==> src/rtl/ptosda_param.sv <==
// ptosda_param: WIDTH-bit parallel-to-serial framer emitting START, data bits and STOP on scl/sda.
// Define PTOSDA_PARITY_EN to insert an even-parity slot between the data bits and STOP.
module ptosda_param #(
  parameter int WIDTH     = 8,
  parameter int HALF_DIV  = 2,
  parameter int MSB_FIRST = 1
) (
  input  logic             sclk,
  input  logic             rst,
  input  logic [WIDTH-1:0] data,
  input  logic             data_valid,
  output logic             ack,
  output logic             busy,
  output logic             scl,
  output logic             sda,
  output logic             frame_done
);

  localparam int PW = (HALF_DIV > 1) ? $clog2(HALF_DIV) : 1;
  localparam int BW = (WIDTH > 1) ? $clog2(WIDTH) : 1;

  localparam logic [2:0] S_IDLE   = 3'd0;
  localparam logic [2:0] S_START  = 3'd1;
  localparam logic [2:0] S_BITS   = 3'd2;
  localparam logic [2:0] S_STOP   = 3'd4;
`ifdef PTOSDA_PARITY_EN
  localparam logic [2:0] S_PARITY = 3'd3;
`endif

  logic [2:0]       r_state;
  logic [PW-1:0]    r_phase;
  logic [1:0]       r_half;
  logic [BW-1:0]    r_bit;
  logic [WIDTH-1:0] r_shift;
  logic             r_ack;
  logic             r_busy;
  logic             r_scl;
  logic             r_sda;
  logic             r_done;
`ifdef PTOSDA_PARITY_EN
  logic             r_parity;
`endif

  logic             w_phaseEnd;
  logic             w_lastBit;
  logic             w_outBit;
  logic [WIDTH-1:0] w_shiftNext;

  assign w_phaseEnd  = (r_phase == PW'(HALF_DIV - 1));
  assign w_lastBit   = (r_bit == BW'(WIDTH - 1));
  assign w_outBit    = (MSB_FIRST != 0) ? r_shift[WIDTH-1] : r_shift[0];
  assign w_shiftNext = (MSB_FIRST != 0) ? (r_shift << 1) : (r_shift >> 1);

  assign ack        = r_ack;
  assign busy       = r_busy;
  assign scl        = r_scl;
  assign sda        = r_sda;
  assign frame_done = r_done;

  // Each non-idle state is a sequence of half-slots of HALF_DIV cycles; r_half indexes them.
  always_ff @(posedge sclk or negedge rst) begin
    if (!rst) begin
      r_state <= S_IDLE;
      r_phase <= '0;
      r_half  <= '0;
      r_bit   <= '0;
      r_shift <= '0;
      r_ack   <= 1'b0;
      r_busy  <= 1'b0;
      r_scl   <= 1'b1;
      r_sda   <= 1'b1;
      r_done  <= 1'b0;
`ifdef PTOSDA_PARITY_EN
      r_parity <= 1'b0;
`endif
    end else begin
      r_ack  <= 1'b0;
      r_done <= 1'b0;
      if (r_state == S_IDLE) begin
        r_phase <= '0;
      end else begin
        r_phase <= w_phaseEnd ? '0 : r_phase + PW'(1);
      end

      case (r_state)
        S_IDLE: begin
          r_half <= '0;
          r_bit  <= '0;
          r_scl  <= 1'b1;
          r_sda  <= 1'b1;
          if (data_valid) begin
            r_shift <= data;
`ifdef PTOSDA_PARITY_EN
            r_parity <= ^data;
`endif
            r_ack   <= 1'b1;
            r_busy  <= 1'b1;
            r_sda   <= 1'b0;
            r_state <= S_START;
          end
        end

        S_START: begin
          if (w_phaseEnd) begin
            if (r_half == 2'd0) begin
              r_half <= 2'd1;
              r_scl  <= 1'b0;
            end else begin
              r_half  <= 2'd0;
              r_sda   <= w_outBit;
              r_shift <= w_shiftNext;
              r_state <= S_BITS;
            end
          end
        end

        // sda only moves at slot boundaries, where scl is being driven low.
        S_BITS: begin
          if (w_phaseEnd) begin
            if (r_half == 2'd0) begin
              r_half <= 2'd1;
              r_scl  <= 1'b1;
            end else begin
              r_half <= 2'd0;
              r_scl  <= 1'b0;
              if (w_lastBit) begin
                r_bit <= '0;
`ifdef PTOSDA_PARITY_EN
                r_sda   <= r_parity;
                r_state <= S_PARITY;
`else
                r_sda   <= 1'b0;
                r_state <= S_STOP;
`endif
              end else begin
                r_bit   <= r_bit + BW'(1);
                r_sda   <= w_outBit;
                r_shift <= w_shiftNext;
              end
            end
          end
        end

`ifdef PTOSDA_PARITY_EN
        S_PARITY: begin
          if (w_phaseEnd) begin
            if (r_half == 2'd0) begin
              r_half <= 2'd1;
              r_scl  <= 1'b1;
            end else begin
              r_half  <= 2'd0;
              r_scl   <= 1'b0;
              r_sda   <= 1'b0;
              r_state <= S_STOP;
            end
          end
        end
`endif

        S_STOP: begin
          if (w_phaseEnd) begin
            if (r_half == 2'd0) begin
              r_half <= 2'd1;
              r_scl  <= 1'b1;
            end else if (r_half == 2'd1) begin
              r_half <= 2'd2;
              r_sda  <= 1'b1;
            end else begin
              r_half  <= 2'd0;
              r_busy  <= 1'b0;
              r_done  <= 1'b1;
              r_state <= S_IDLE;
            end
          end
        end

        default: begin
          r_state <= S_IDLE;
        end
      endcase
    end
  end

endmodule
==> config.mk <==
export PLATFORM = sky130hd
export DESIGN_NAME = ptosda_param
export DESIGN_NICKNAME = d
export VERILOG_FILES = /design/src/rtl/ptosda_param.sv
export SDC_FILE = /design/constraint.sdc
export NUM_CORES = 1
export LEC_CHECK = 0
export BUFFER_PORTS_ARGS = -buffer_cell sky130_fd_sc_hd__buf_2
export CAP_MARGIN = 15
export CORE_ASPECT_RATIO = 0.6
export CORE_MARGIN = 3
export CORE_UTILIZATION = 50
export DETAILED_ROUTE_END_ITERATION = 8
export GPL_TIMING_DRIVEN = 0
export PLACE_DENSITY = 0.84
export SYNTH_ARGS = -nofsm -noshare
export SYNTH_HDL_FRONTEND = slang
export SYNTH_SLANG_ARGS = --single-unit
==> constraint.sdc <==
create_clock -name sclk -period 1.8 [get_ports sclk]
set_input_delay 0.09 -clock sclk [delete_from_list [all_inputs] [get_ports sclk]]
set_output_delay 0.09 -clock sclk [all_outputs]
set_load 0.1 [all_outputs]
# Yosys cells after proc, flatten, opt, wreduce, memory -nomap -nowiden
# Index checks and enable logic that the tools add are counted.
dict set report totals {
  mem_bits_rw 0
  reg_bits 22
  romBits 0
  latchBits 0
  input_bits 11
  wordCells 103
  memories 0
  out_inout_bits 5
}
dict set report op_classes {
  bitwise 0
  n_reduce_logical 15
  n_eq_ne 19
  div_mod_pow 0
  shift 0
  n_lt_le_gt_ge 0
  n_addsub 2
  mul 0
  muxes 57
}
# cell n
set ops {}
lappend ops {{$mux W8} 6}
lappend ops {{$mux W3} 12}
lappend ops {{$mux W1} 28}
lappend ops {{$ne A2 B2 Y1 const B} 13}
lappend ops {{$pmux W8 S3} 1}
lappend ops {{$pmux W3 S4} 1}
lappend ops {{$reduce_and A9 Y1} 1}
lappend ops {{$mux W2} 4}
lappend ops {{$pmux W1 S4} 2}
lappend ops {{$reduce_and A8 Y1} 1}
lappend ops {{$reduce_and A7 Y1} 1}
lappend ops {{$eq A3 B3 Y1 const B} 2}
lappend ops {{$pmux W2 S3} 1}
lappend ops {{$pmux W3 S2} 1}
lappend ops {{$reduce_and A3 Y1} 2}
lappend ops {{$reduce_and A6 Y1} 1}
lappend ops {{$reduce_bool A3 Y1} 2}
lappend ops {{$reduce_and A5 Y1} 1}
lappend ops {{$reduce_bool A2 Y1} 2}
lappend ops {{$reduce_bool A4 Y1} 1}
lappend ops {{$add A3 B1 Y3 const B} 1}
lappend ops {{$eq A3 B1 Y1 const B} 1}
lappend ops {{$eq A3 B2 Y1 const B} 1}
lappend ops {{$logic_not A3 Y1} 1}
lappend ops {{6 further kinds} 6}

# Longest topological paths before layout
dict set report logic_depth {
  word_depth 5
  depth_mapped 6
}

# Worst setup path before layout
# No wires, ideal clock.
dict set report synth_timing {
  path_type {register -> register}
  startpoint {register r_bit[0]}
  endpoint {register r_shift[1]}
  arrival_ns 1.840
  path_stages_with_launch 7
  setup_slack_ns -0.119
  t_required_ns 1.721
  cell_sequence {dfrtp_1 > ha_1 > ha_1 > or3b_4 > a21oi_4 > a21boi_4 > a2bb2oi_1}
}
dict set report synth_between {
  elab_chain_len 3
}
# element line_no
set synth_rtl {}
lappend synth_rtl {{from (decl)} 33} ;# logic [BW-1:0] r_bit;
lappend synth_rtl {{from (signal assigned)} 136} ;# r_bit <= r_bit + BW'(1);
lappend synth_rtl {{$eq A3 B3 Y1} 50} ;# assign w_lastBit = (r_bit == BW'(WIDTH - 1));
lappend synth_rtl {{$ne A2 B2 Y1 (no source line)} n/a}
lappend synth_rtl {{$reduce_and A7 Y1 (no source line)} n/a}
lappend synth_rtl {{to (signal assigned)} 92} ;# r_shift <= data;
lappend synth_rtl {{to (signal assigned)} 111} ;# r_shift <= w_shiftNext;
lappend synth_rtl {{to (signal assigned)} 138} ;# r_shift <= w_shiftNext;
lappend synth_rtl {{to (decl)} 34} ;# logic [WIDTH-1:0] r_shift;
# No other way between the ends.
# A chain may end at the register's enable or synchronous reset.

# Final worst setup path
dict set report layout_timing {
  startpoint {register r_bit[1]}
  endpoint {register r_shift[4]}
}
# The elaborated chain is that of the path after synthesis.

==> run summary <==
Status = finished, violations left
Violated checks = negative setup slack
DR vias = 1052
CP Class = reg -> reg
EDFF count, synth = 0
Final Slew Violations = 0
Slew Limit Headroom = 61.6%
Hold Path End = r_shift[0]
Gate Count Post-Synth = 115
Max Fclk = 532 MHz
Post-synthesis sequential area ratio = 48.1%
Final Setup Violations = 8
Top_reg_cell synth = dfrtp_1
Max clock buf depth = 2
Total power = 2.85 mW
CTS H-tree depth = 1
Post-DP HPWL = 1.99 mm
WHS = 0.0879 ns
R2r setup slk = -0.08 ns
Placed Cells = 158
DRC marker count from the first detailed-route iteration = 93
Pre-CTS setup slack = -0.331 ns
RR Startpoint = r_bit[1]
Fin worst setup slack = -0.0788 ns
Post-synthesis register bit count = 22
Worst Hold Launch = data[0]
DR WL/cell = 17.4 um
Die span in x = 67.9 um
Layout cells sized above 1 = 30.5%
LEAKAGE = 0.595 nW
Largest net degree at the start of global routing = 23
Crit. End Element = register
Setup TNS = -0.434 ns
TritonCTS Buffers = 3
Num Clock Sinks = 22
Clock Skew = 0.00459 ns
Critical path peak fanout = 8
Most common cell after layout, fill and taps aside = dfrtp_1
DRC errors left = 0
Critical path arrival = 2.07 ns
Starting Density = 57.2%
Clock root cell = clkbuf_8
Most frequent cells in the layout = 20 x dfrtp_1, 17 x buf_2, 7 x o22ai_1, 7 x a2bb2oi_2, 7 x o21ai_0
Routability congestion estimate from global placement = 0.842
Share of flip-flops with an asynchronous set or reset = 100%
Mapped cell area = 0.00115 sq mm
Clock Pin Slew Worst Setup and Hold Paths = 0.08 ns
Die Y = 43.1 um
Port Buffers = 15
Tmin final = 1.88 ns
Setup crit start kind = register
PwrDens = 1990 mW/mm^2
DRT antenna net count = 0
First-pass GRT wire length = 4.89 mm
Clock Latency Late Sink = 0.26 ns
Pre-antenna DRT Iters = 4
Hold depth = 3
WP data required = 1.99 ns
Worst IR drop on VDD = 0.000923 V
R2R Path End = r_shift[4]
Final Hold Viols = 0
Slew of the pin with the lowest slew margin = 0.573 ns
Slowest stage delay, CP = 0.39 ns
Row cnt = 12
Avg Inst Size Synth = 10.0 sq um
Syn nets = 128
Critical path cell sequence = ha_2, ha_4, or3b_4, a21oi_4, a21boi_4, buf_12, a2bb2oi_2
RSZ-0062 raised after global routing = yes
Area Overhead vs Synth = 24.6%
Max_cap viols = 0
Total wire length = 2.94 mm
Layout Cells excl Fill = 169
Hold Crit Class = in -> reg
Slowest CP cell = dfrtp_1
Nets@finish = 155
Global Route Usage Sum = 23.1%
R2R depth = 7
Die area = 0.00293 sq mm
Yosys warnings = 0
Post-synthesis cell type count = 41
Core ar. = 0.00201 sq mm
Placed Instance Area = 0.00127 sq mm
Total gr overflow = 0
Number of global-route vias before repair = 981
Vias per cell = 6.22
Number of diodes = 0
IO Count = 16
Layout Utilization = 71.2%
CTS tree = yes
Period utilisation layout = 104%
Final instance area = 0.00143 sq mm
Initial antenna violation count = 0
-- synthesized netlist by cell type, types with 2 or more instances --
cell       count  share of area, %
o31ai_1        2               1.3
and3_1         2               1.1
a2bb2oi_1      7               5.3
inv_2          2              0.65
nor4_1         2               1.1
ha_1           2               2.2
nor2_1         4               1.3
a21oi_1        4               1.7
dfstp_2        2               4.6
buf_2          2              0.87
nor3_1         3               1.3
a31oi_1        2               1.1
dfrtp_1       20                44
clkbuf_1       5               1.6
a22o_1         2               1.5
o21ai_1        5               2.2
nand2_1        5               1.6
o22ai_1        7               3.8
inv_1          2              0.65
a22oi_1        2               1.3
o21ai_0        7               3.0
and2_1         4               2.2
nand3_1        4               1.7
-- layer usage --
layer,GRT usage (%),wire (um),up-vias
met5,0,0,-
met4,9.09,68,0
met3,7.41,238,8
met2,34.8,1380,48
met1,30.5,1250,503
li1,-,-,493
-- how the worst max path moves through the flow --
stage,start,to,cells after the start
2_1_floorplan,r_bit[0],r_shift[1],6
4_1_cts,r_bit[1],r_shift[2],7
6_report,r_bit[1],r_shift[4],7
3_3_place_gp,r_bit[0],r_shift[6],6
5_1_grt,r_bit[0],r_shift[4],7
3_5_place_dp,r_bit[0],r_shift[4],6
-- registers in the layout, summed over array words and instances (netlist names), 2 cells and up --
name	count
r_half	2
r_shift	8
r_state	3
r_bit	3
-- area by class of cell --
type                    count  area (sq um)
fillers                   166           579
plain buffers               7          30.0
flip-flops and latches     22           553
repair buffers             22           143
inverters                   4          15.0
clock buffers               4          45.0
well taps                  28          35.0
multi-input cells          82           612
-- worst max-delay path, delay by kind of cell, from the launching register on --
kind / cells / cell delay (ns)
fa+ha+maj: 2 / 0.36
flops: 1 / 0.39
buf+inv: 1 / 0.15
simple gates: 1 / 0.39
compound gates: 3 / 0.51
-- power breakdown --
group          internal, mW  switching (mW)  total, mW
Sequential            0.686           0.137      0.823
Clock                 0.158           0.155      0.313
Combinational         0.740           0.979       1.72
-- kinds of logic (layout without fill, tap and decap cells) --
logic type / count (synthesis) / after routing / share of synthesized area, %
AOI/OAI and AO/OA: 46 / 46 / 28.6
xor gates and xnor gates: 1 / 1 / 0.762
adders and majority gates: 3 / 3 / 3.05
buffers and inverters: 11 / 37 / 3.81
DFF: 22 / 22 / 48.1
muxes: 1 / 1 / 0.871
and+or+nand+nor: 31 / 31 / 14.8
-- timing repair --
action | CTS | global route
pin swaps | 5 | 3
hold buffers | 1 | 0
hold endpoints to repair | 20 | 0
gates resized for setup | 5 | 4
endpoints found under the setup margin | 8 | 11
buffers inserted | 6 | 1
(Power assumes the default switching activity.)
